==> src/rtl/uart_tx_fifo.sv <==
// rtl/uart_tx_fifo.sv - byte FIFO feeding an 8N1/8N2 UART transmitter

module uart_tx_fifo_queue #(
  parameter int AW = 4
) (
  input  logic        clk,
  input  logic        reset,
  input  logic [7:0]  din,
  input  logic        wr,
  input  logic        pop,
  output logic [7:0]  head,
  output logic        full,
  output logic        empty,
  output logic [AW:0] count,
  output logic        overflow
);
  localparam int DEPTH = 1 << AW;
  localparam logic [AW:0] FULL_COUNT = (AW + 1)'(DEPTH);

  logic [7:0]    mem [DEPTH];
  logic [AW-1:0] wptr;
  logic [AW-1:0] rptr;
  logic          accept;

  assign full  = (count == FULL_COUNT);
  assign empty = (count == '0);
  // A pop frees the head slot in the same cycle, so a full FIFO can still take a write.
  assign accept = wr && (!full || pop);
  assign head   = mem[rptr];

  always_ff @(posedge clk) begin
    if (accept) mem[wptr] <= din;
  end

  always_ff @(posedge clk or posedge reset) begin
    if (reset) begin
      wptr     <= '0;
      rptr     <= '0;
      count    <= '0;
      overflow <= 1'b0;
    end else begin
      if (accept) wptr <= wptr + 1'b1;
      if (pop)    rptr <= rptr + 1'b1;
      case ({accept, pop})
        2'b10:   count <= count + 1'b1;
        2'b01:   count <= count - 1'b1;
        default: count <= count;
      endcase
      overflow <= wr && full && !pop;
    end
  end
endmodule

module uart_tx_fifo #(
  parameter int CLKS_PER_BIT = 35,
  parameter int FIFO_AW      = 4,
  parameter int STOP_BITS    = 1
) (
  input  logic               clk,
  input  logic               reset,
  input  logic [7:0]         din,
  input  logic               wr,
  output logic               full,
  output logic               empty,
  output logic [FIFO_AW:0]   count,
  output logic               busy,
  output logic               overflow,
  output logic               tx
);
  localparam int CW = (CLKS_PER_BIT > 1) ? $clog2(CLKS_PER_BIT) : 1;
  localparam logic [CW-1:0] BAUD_LAST = CW'(CLKS_PER_BIT - 1);
  localparam logic [2:0]    STOP_LAST = 3'(STOP_BITS - 1);

  typedef enum logic [1:0] {IDLE, START, DATA, STOP} state_t;

  state_t        state, state_n;
  logic [CW-1:0] baud, baud_n;
  logic [2:0]    bit_idx, bit_n;
  logic [7:0]    shift, shift_n;
  logic          tx_n;
  logic          pop;
  logic [7:0]    head;
  logic          baud_last;

  uart_tx_fifo_queue #(.AW(FIFO_AW)) u_queue (
    .clk      (clk),
    .reset    (reset),
    .din      (din),
    .wr       (wr),
    .pop      (pop),
    .head     (head),
    .full     (full),
    .empty    (empty),
    .count    (count),
    .overflow (overflow)
  );

  assign busy      = (state != IDLE);
  assign baud_last = (baud == BAUD_LAST);

  always_ff @(posedge clk or posedge reset) begin
    if (reset) begin
      state   <= IDLE;
      baud    <= '0;
      bit_idx <= '0;
      shift   <= '0;
      tx      <= 1'b1;
    end else begin
      state   <= state_n;
      baud    <= baud_n;
      bit_idx <= bit_n;
      shift   <= shift_n;
      tx      <= tx_n;
    end
  end

  always_comb begin
    state_n = state;
    baud_n  = baud;
    bit_n   = bit_idx;
    shift_n = shift;
    pop     = 1'b0;
    tx_n    = 1'b1;
    case (state)
      IDLE: begin
        if (!empty) begin
          pop     = 1'b1;
          shift_n = head;
          state_n = START;
          baud_n  = '0;
        end
      end
      START: begin
        if (baud_last) begin
          state_n = DATA;
          baud_n  = '0;
          bit_n   = '0;
        end else begin
          baud_n = baud + 1'b1;
        end
      end
      DATA: begin
        if (baud_last) begin
          baud_n = '0;
          if (bit_idx == 3'd7) begin
            state_n = STOP;
            bit_n   = '0;
          end else begin
            bit_n = bit_idx + 1'b1;
          end
        end else begin
          baud_n = baud + 1'b1;
        end
      end
      STOP: begin
        // bit_idx counts stop bits here; the next frame starts without an idle gap.
        if (baud_last) begin
          baud_n = '0;
          if (bit_idx == STOP_LAST) begin
            bit_n = '0;
            if (!empty) begin
              pop     = 1'b1;
              shift_n = head;
              state_n = START;
            end else begin
              state_n = IDLE;
            end
          end else begin
            bit_n = bit_idx + 1'b1;
          end
        end else begin
          baud_n = baud + 1'b1;
        end
      end
      default: state_n = IDLE;
    endcase
    case (state_n)
      START:   tx_n = 1'b0;
      DATA:    tx_n = shift_n[bit_n];
      default: tx_n = 1'b1;
    endcase
  end
endmodule

==> config.mk <==
export PLATFORM = sky130hd
export DESIGN_NAME = uart_tx_fifo
export DESIGN_NICKNAME = d
export VERILOG_FILES = /design/src/rtl/uart_tx_fifo.sv
export SDC_FILE = /design/constraint.sdc
export NUM_CORES = 1
export LEC_CHECK = 0
export BUFFER_PORTS_ARGS = -buffer_cell sky130_fd_sc_hd__buf_4
export CAP_MARGIN = 20
export CORE_UTILIZATION = 62
export CTS_CLUSTER_DIAMETER = 80
export DETAILED_ROUTE_END_ITERATION = 8
export PLACE_DENSITY = 0.86
export SYNTH_ARGS = -nofsm -noshare
export SYNTH_HDL_FRONTEND = slang
export SYNTH_SLANG_ARGS = --single-unit
==> constraint.sdc <==
create_clock -name clk -period 3.6 [get_ports clk]
set_input_delay 0.72 -clock clk [delete_from_list [all_inputs] [get_ports clk]]
set_output_delay 0.72 -clock clk [all_outputs]
set_load 0.02 [all_outputs]
==> Yosys cells after proc, flatten, opt, wreduce, memory -nomap -nowiden <==
Memory sizes are Yosys's and may differ from the RTL's.
Index checks and enable logic that the tools add are counted.
{ "word_totals": {"reg_bits": 34, "latch_bits": 0, "ramBits": 128, "rom_bits": 0, "in_bits": 11, "wordCells": 71, "n_memories": 1} }
{ "mem_list": {"columns": ["name", "words", "width", "read_ports", "rd_ports_with_merged_regs", "wr", "line_no", "text"], "rows": [
  ["u_queue.mem", 16, 8, 1, 0, 1, "20", "logic [7:0] mem [DEPTH];"]
]} }
{ "classes": {"addsub": 6, "multipliers": 0, "div": 0, "n_lt_le_gt_ge": 1, "eq_ne": 11, "n_shift": 0, "muxes": 31, "bitwise": 0, "reduce_logical": 12} }
{ "ops": {"columns": ["cell", "count"], "rows": [
  ["8-bit two-way mux", 3],
  ["8-bit case mux with 2 select lines", 1],
  ["3-bit two-way mux", 5],
  ["2-bit two-way mux", 6],
  ["6-bit two-way mux", 2],
  ["6-bit case mux with 2 select lines", 1],
  ["5-bit case mux with 2 select lines", 1],
  ["3-bit case mux with 3 select lines", 1],
  ["4-bit by 1-bit adder with 4-bit output, second input constant", 2],
  ["2-bit equality test, second input constant", 4],
  ["2-bit case mux with 4 select lines", 1],
  ["1-bit two-way mux", 7],
  ["6-bit by 1-bit adder with 6-bit output, second input constant", 1],
  ["2-bit by 1-bit equality test with 1-bit output, second input constant", 3],
  ["6-bit equality test, second input constant", 1],
  ["5-bit by 1-bit adder with 5-bit output, second input constant", 1],
  ["5-bit equality test, second input constant", 1],
  ["5-bit logical NOT", 1],
  ["5-bit by 1-bit subtractor with 5-bit output, second input constant", 1],
  ["3-bit by 4-bit < comparator with 1-bit output, second input constant", 1],
  ["1-bit case mux with 2 select lines", 2],
  ["2-bit nonzero test", 2],
  ["3-bit by 1-bit adder with 3-bit output, second input constant", 1],
  ["1-bit binary-select mux with 3-bit select", 1],
  ["other kinds (8)", 11]
]} }

==> Logic depth before layout (Yosys ltp) <==
Gate-level depths: netlist of the first run.
{ "logic_depth": {"depth_word": 9, "depth_mapped": 13, "depth_no_buf": 12} }

==> Cells and area by module <==
From an unflattened synthesis of the first run, not the netlist that was laid out.
{ "hier_totals": {"cells_unflattened": 421, "area_unflattened_um2": 7090.6} }
{ "by_module_without_submodules": {"columns": ["module", "instances", "cells_per_inst", "area_per_inst_um2", "seq_area_each_um2"], "rows": [
  ["uart_tx_fifo_queue", 1, 291, 5760.5, 4194.0],
  ["uart_tx_fifo", 1, 130, 1330.0, 501.7]
]} }

==> Worst setup path after synthesis of the first run <==
Ideal clock, no wire load.
{ "synth_timing": {"path_type": "flip-flop to flip-flop", "start": "register baud[0]", "end": "memory u_queue.mem[3][0], enable pin", "t_arrival_ns": 2.730, "required_ns": 3.217, "setup_slack_ns": 0.486, "stages_incl_launch_ff": 11, "path_buffers": 2, "period_less_slack_ns": 3.114, "path_cell_list": "dfrtp_1 > inv_1 > ha_1 > and2_0 > clkbuf_1 > a41oi_1 > or3_4 > buf_6 > a21boi_2 > nand2_1 > nor3_1"} }
{ "synth_between": {"elab_chain_cells": 7} }
{ "synth_rtl": {"columns": ["element", "line_no", "text"], "rows": [
  ["start: declaration", "77", "logic [CW-1:0] baud, baud_n;"],
  ["start signal: assignment", "110", "baud <= baud_n;"],
  ["6-bit equality test", "99", "assign baud_last = (baud == BAUD_LAST);"],
  ["1-bit two-way mux", "157", "if (baud_last) begin"],
  ["1-bit case mux with 2 select lines", "124", "case (state)"],
  ["1-bit logical OR", "28", "assign accept = wr && (!full || pop);"],
  ["1-bit logical AND", "28", null],
  ["1-bit two-way mux", "32", "if (accept) mem[wptr] <= din;"],
  ["1-bit two-way mux (not written as such)", "32", null],
  ["end: declaration", "20", null]
]} }
Every way passes these cells.

==> Worst setup path in the final report of the first run <==
{ "layout_timing": {"start": "register baud[0]", "end": "memory u_queue.mem[14][4], enable pin"} }
The elaborated chain is that of the path after synthesis.

==> flow_summary.ini, run 1 <==
[clocking]
clkLatencyLatePin_ps = 430
cts_resized = 0
clockBufferDepth = 2
cts.sinks = 162
cts_root_buffer = clkbuf_16
cts.reportedPaths.clkPinSlew_ps = 60
hold_buffers = 0
cts_buffers = 17
htreeDepth = 4
post_cts_buffers = 0
cts_tree = done

[synth]
syn-cell-area_um2 = 7070
syn_avg_cell_area_um2 = 15.1
async_flop_share_pct = 21.0
synth_seq_cells = 162
ys_dominant_reg_cell = edfxtp_1
yosysWarnings = 0
synth_area_leaders = edfxtp_1 (54%), dfrtp_1 (12%), mux4_2 (5.1%)
synth_nets = 496
yosysSeqAreaShare_pct = 66.4
synth-edff-count = 128
ys_types = 63
syn_inst = 469
synth_top_area_share_pct = 54.3
yosysTopAreaCell = edfxtp_1

[sta]
period_minus_slack_ps = 3220
fmax_ghz = 0.310
fin_worst_skew_ps = 11.5
tightest_slew_ps = 849
slew_headroom_pct = 43.0
tns_ps = 0
setup_violations = 0
rsz0062_at_grt = false
hold_viol_final = 0
fin_crit_sh_pct = 89.5
slew_violations = 0
fin_hold_ws_ps = 310

[detailed_routing]
routedWlPerCell_um = 23.0
drcViolationCount = 0
drtIter0Drc = 566
firstDrtPassIters = 5
final_antenna_net_count = 0
vias = 4332
routed_wl_um = 15200
drt-vias-per-instance = 6.58

[placement]
gp_congestion = 0.869
post-dp-hpwl_um = 9760
place_area_um2 = 7440
dp.cells = 626
portBuffers = 20

[power_and_ir_drop]
ir_drop_v = 0.000598
power.density_nw_per_um2 = 772
p_total_mw = 6.17
p_leak_nw = 2.99

[worst_setup_path]
startpoint_type = flop
cp.arrival_ps = 3280
required_ps = 3660
r2r_cells = 8
endpoint_kind = flop
path_max_fanout = 12
crit_type = flop to flop

[die]
die_width_um = 109
die_h_um = 109
die_area_um2 = 11800
start_util_pct = 64.4
ios = 21
fp-row-count = 38
core_area_um2 = 11000

[finish]
ff_latch_area_um2 = 4700
fin_nets = 532
multi_input_area_um2 = 2180
diodes = 0
synthToLayoutAreaGrowth_pct = 13.0
nFillCells = 700
postLayoutCellArea_um2 = 7990
drive_above_1_share_pct = 19.5
final_cell_count_no_fill = 658

[global_routing]
grt_max_degree = 41
grt_use_total_pct = 28.0
grt_overflow_total = 0
grt_first_pass_wirelength_um = 23200
antenna_found_initial = 0
grt_pass1_vias = 4217

[job]
cap_violations = 0

[min_path]
hp-class = input port to asynchronous set/reset pin

[run_status]
status = finished clean
cell families after synthesis:
family          synth area share (%)
flops                           66.4
xor+xnor                        1.36
simple gates                    7.38
fa+ha+maj                       2.83
compound gates                  9.36
mux                             9.92
buf+inv                         2.76
synth_stat cells, types with 3 or more instances:
master,number
a2111oi_0,3
a211oi_1,5
a21oi_1,4
a221oi_1,16
a22oi_1,8
a31oi_1,3
a41oi_1,3
buf_2,9
buf_4,3
clkbuf_1,8
dfrtp_1,33
edfxtp_1,128
ha_1,16
inv_1,17
mux2i_1,33
mux4_2,16
nand2_1,28
nand2b_1,5
nand3_1,6
nor2_1,23
nor2b_1,3
nor3_1,8
nor4_1,3
o211a_1,3
o211ai_1,9
o21ai_0,21
or2_2,3
xnor2_1,9
stage by stage:
stage               util (%)  setup slack (ps)
global placement        67.8               578
detailed placement      67.8               425
finish                  72.8               378
floorplan                  -               486
global route            72.8               147
CTS                     72.8               385
per-layer routing:
layer  vias up  GRT usage (%)  part of all wire (%)
met5         -              0                     0
met2       225           46.0                    51
met4         0           14.7                   3.2
met1      2164           35.3                    39
met3        37           5.92                   7.1
li1       1906              -                     -
critical path, stage by stage (launching register included):
cell	delay [ps]
dfrtp_1	420
inv_1	80
ha_1	170
and2_0	350
a41oi_1	220
or3_4	500
a21boi_2	410
nand2_1	180
nor2_1	520
path summary, 6_finish.rpt:
| path | start | slack, ps | end |
|---|---|---|---|
| max reg2reg | baud[0]$_DFFE_PP0P_ | 380 | u_queue.mem[14][4]$_DFFE_PP_ |
| max in group asynchronous | reset | 2550 | tx$_DFF_PP1_ |
| min reg2reg | u_queue.rptr[2]$_DFFE_PP0N_ | 500 | u_queue.rptr[2]$_DFFE_PP0N_ |
| min | reset | 310 | u_queue.wptr[2]$_DFFE_PP0P_ |
| max | baud[0]$_DFFE_PP0P_ | 380 | u_queue.mem[14][4]$_DFFE_PP_ |
| min in group clk | u_queue.rptr[2]$_DFFE_PP0N_ | 500 | u_queue.rptr[2]$_DFFE_PP0N_ |
power breakdown:
group,internal [mW],total [mW],switching (mW)
registers,2.32,2.58,0.262
clock network,1.01,1.69,0.684
logic,0.796,1.91,1.11
layout make-up:
type	instances	share of cell area, %
sequential	162	58.8
multi-input combinational	265	27.3
clock buffer	19	5.42
timing repair buffer	41	4.01
tap	140	2.19
clock inverter	13	1.49
inverter	18	0.845
state kept, by name, indices dropped and copies added (netlist names):
name              count
shift                 8
u_queue.overflow      1
state                 2
baud                  6
tx                    1
u_queue.rptr          4
bit_idx               3
u_queue.wptr          4
u_queue.mem         128
u_queue.count         5
placed cells by master (no fill, tap or decap), drive strengths merged, types with 6 or more instances in the layout:
| cell type | count |
|---|---|
| nand2 | 28 |
| xnor2 | 9 |
| mux4 | 16 |
| clkbuf | 19 |
| a22oi | 8 |
| mux2i | 33 |
| edfxtp | 128 |
| dfrtp | 33 |
| clkinv | 11 |
| nor2 | 24 |
| o21ai | 23 |
| inv | 17 |
| nand3 | 6 |
| nor3 | 10 |
| ha | 16 |
| o211ai | 9 |
| buf | 41 |
| a221oi | 16 |
Power figures use the tool's default switching activity.
==> inputs of run 2 (changes only) <==
--- a/config.mk
+++ b/config.mk
@@ -5,6 +5,7 @@
 export SDC_FILE = /design/constraint.sdc
 export NUM_CORES = 1
 export LEC_CHECK = 0
+export ABC_AREA = 1
 export BUFFER_PORTS_ARGS = -buffer_cell sky130_fd_sc_hd__buf_4
 export CAP_MARGIN = 20
 export CORE_UTILIZATION = 62
==> run 2 against run 1 <==
Global-route usage rose by 0.93 points. First-iteration DRC count rose by 46%. Clock power rose by 15%. Sequential share of layout area fell by 2.6 points. Via count rose by 29%. Sequential cell count did not move. Sequential power fell by 10%. Cell count rose by 43%. Combinational power fell by 69%. Largest power group unchanged.
==> flow_summary.ini, run 2 <==
[run_status]
status = finished clean

[sta]
fin_worst_skew_ps = 8.93
tightest_slew_ps = 884
slew_violations = 0
fin_crit_sh_pct = 79.7
rsz0062_at_grt = false
period_minus_slack_ps = 2870
tns_ps = 0
setup_violations = 0
hold_viol_final = 0
fmax_ghz = 0.348
slew_headroom_pct = 41.0

[worst_setup_path]
r2r_cells = 12
cpMostUsedCell = nand2_1
cp_num_buf_inv = 2
path_max_fanout = 10
rr_endpoint = u_queue.mem[2][5]$_DFFE_PP_
slowest_delay_ps = 610
crit_type = flop to flop
required_ps = 3640
endpoint_kind = flop
critical_path.top_delay_family = simple AND/OR/NAND/NOR gates
startpoint_type = flop
cp.arrival_ps = 2910
r2r-start = baud[0]$_DFFE_PP0P_
rrSetupSlack_ps = 730
path_cells = inv_1 > ha_1 > nand3_2 > nor2_8 > nand3_4 > nand2_1 > nand3_1 > nand2_1 > nand2_1 > inv_2 > nand2_1 > nor2_1
cp_slowest_cell = nor2_1

[synth]
syn_avg_cell_area_um2 = 9.71
synth_top_area_share_pct = 51.5
yosysWarnings = 0
synth_area_leaders = edfxtp_1 (52%), nand2_1 (13%), dfrtp_1 (11%)
async_flop_share_pct = 21.0
synth.most_common_cell = nand2_1
synth_adder_area_share_pct = 2.68
synth_compound_area_share_pct = 3.86
ys_types = 34
syn_inst = 769
synth_xor_area_share_pct = 1.51
synth-edff-count = 128
yosys-top-cells-count = nand2_1 (256), edfxtp_1 (128), inv_1 (88), nand3_1 (79), nor2_1 (48)
yosysSeqAreaShare_pct = 62.9
synth_top_family_by_area = simple AND/OR/NAND/NOR gates
synth_simple_gate_area_share_pct = 22.3
yosysTopAreaCell = edfxtp_1
synth_nets = 796
synthMuxAreaShare_pct = 0
ys_dominant_reg_cell = edfxtp_1
synth_seq_cells = 162
syn-cell-area_um2 = 7460

[finish]
largest_reg_flops = 128
regMostFlops = u_queue.mem
postLayoutCellArea_um2 = 8360
fin_nets = 813
largest_registers = u_queue.mem (128), shift (8), baud (6)
mostFrequentLayoutCells = nand2_1 (256), edfxtp_1 (128), inv_1 (88)
final_common_cell = nand2_1
diodes = 0
nFillCells = 699
final_util_pct = 72.3
synthToLayoutAreaGrowth_pct = 12.0
final_cell_count_no_fill = 941
drive_above_1_share_pct = 9.15

[detailed_routing]
routed_wl_um = 17100
firstDrtPassIters = 6
final_antenna_net_count = 0
drcViolationCount = 0
vias = 5587
drt-vias-per-instance = 5.94
drtIter0Drc = 824
routedWlPerCell_um = 18.2

[die]
core_area_um2 = 11600
die_area_um2 = 12500
fp-row-count = 39
die_width_um = 112
die_h_um = 112
ios = 21
start_util_pct = 64.5

[placement]
portBuffers = 20
post-dp-hpwl_um = 10600
place_area_um2 = 7690
gp_congestion = 0.943
dp.cells = 909

[clocking]
cts_buffers = 17
post_cts_buffers = 0
cts.sinks = 162
cts_tree = done
clkLatencyLatePin_ps = 420
cts_resized = 0
cts_root_buffer = clkbuf_16
htreeDepth = 4
clockBufferDepth = 2
hold_buffers = 0
cts.reportedPaths.clkPinSlew_ps = 60

[global_routing]
grt_use_total_pct = 29.0
antenna_found_initial = 0
grt_max_degree = 80
grt_pass1_vias = 5487
grt_overflow_total = 0
grt_first_pass_wirelength_um = 27300

[min_path]
hp-class = input port to asynchronous set/reset pin

[power_and_ir_drop]
p_leak_nw = 3.68
ir_drop_v = 0.000371
power.density_nw_per_um2 = 582

[job]
cap_violations = 0
[run 2: worst register-to-register path, cell delays in order, from the launching register on]
cell	delay, ps
dfrtp_1	420
inv_1	80
ha_1	190
nand3_2	130
nor2_8	180
nand3_4	110
nand2_1	80
nand3_1	110
nand2_1	120
nand2_1	110
inv_2	170
nand2_1	180
nor2_1	610
[run 2: power breakdown]
group / internal (mW) / leakage, nW / total (mW) / switching, mW
registers: 2.22 / 1.56 / 2.32 / 0.100
clock network: 1.23 / 0.301 / 1.94 / 0.709
logic: 0.174 / 1.81 / 0.601 / 0.427
total: 3.62 / 3.68 / 4.86 / 1.24
[run 2: cells by family (layout without fill, tap and decap cells)]
logic type,count (synthesis),in the layout
DFF,162,162
buffers and inverters,126,155
AOI/OAI and AO/OA,53,53
adders and majority gates,16,16
and+or+nand+nor,400,400
xor gates and xnor gates,12,12
[run 2: cell type report]
class | instances | area (um^2) | share of cell area, %
Tap cell | 143 | 179 | 2.14
Clock buffer | 18 | 429 | 5.13
Clock inverter | 13 | 209 | 2.50
Timing Repair Buffer | 24 | 200 | 2.40
Multi-Input combinational cell | 481 | 2270 | 27.1
Sequential cell | 162 | 4700 | 56.2
Inverter | 100 | 377 | 4.51
[run 2: routing by layer]
metal | track usage (%) | vias up | routed length (um)
li1 | - | 2528 | -
met1 | 35.1 | 2580 | 6310
met2 | 48.5 | 398 | 8460
met3 | 6.64 | 81 | 1590
met4 | 15.3 | 0 | 770
met5 | 0 | - | 0
[run 2: per-stage QoR]
step / total power, mW / setup slack [ps] / hold slack, ps
2_1_floorplan: 2.69 / 1290 / 445
3_3_place_gp: 2.88 / 973 / 457
3_5_place_dp: 2.92 / 800 / 467
4_1_cts: 4.84 / 753 / 488
5_1_grt: 5.01 / 493 / 232
6_report: 4.86 / 730 / 236
[run 2: worst max path at each step]
stage                                    from                            to  slack (ps)  cells after the start
final                     baud[0]$_DFFE_PP0P_   u_queue.mem[2][5]$_DFFE_PP_         730                     12
after detailed placement  baud[0]$_DFFE_PP0P_  u_queue.mem[15][7]$_DFFE_PP_         800                     12
after global placement    baud[0]$_DFFE_PP0P_  u_queue.mem[13][3]$_DFFE_PP_         970                     12
after global routing      baud[0]$_DFFE_PP0P_  u_queue.mem[15][7]$_DFFE_PP_         490                     12
after floorplan           baud[0]$_DFFE_PP0P_  u_queue.mem[11][0]$_DFFE_PP_        1290                     12
after CTS                 baud[0]$_DFFE_PP0P_  u_queue.mem[15][3]$_DFFE_PP_         750                     12
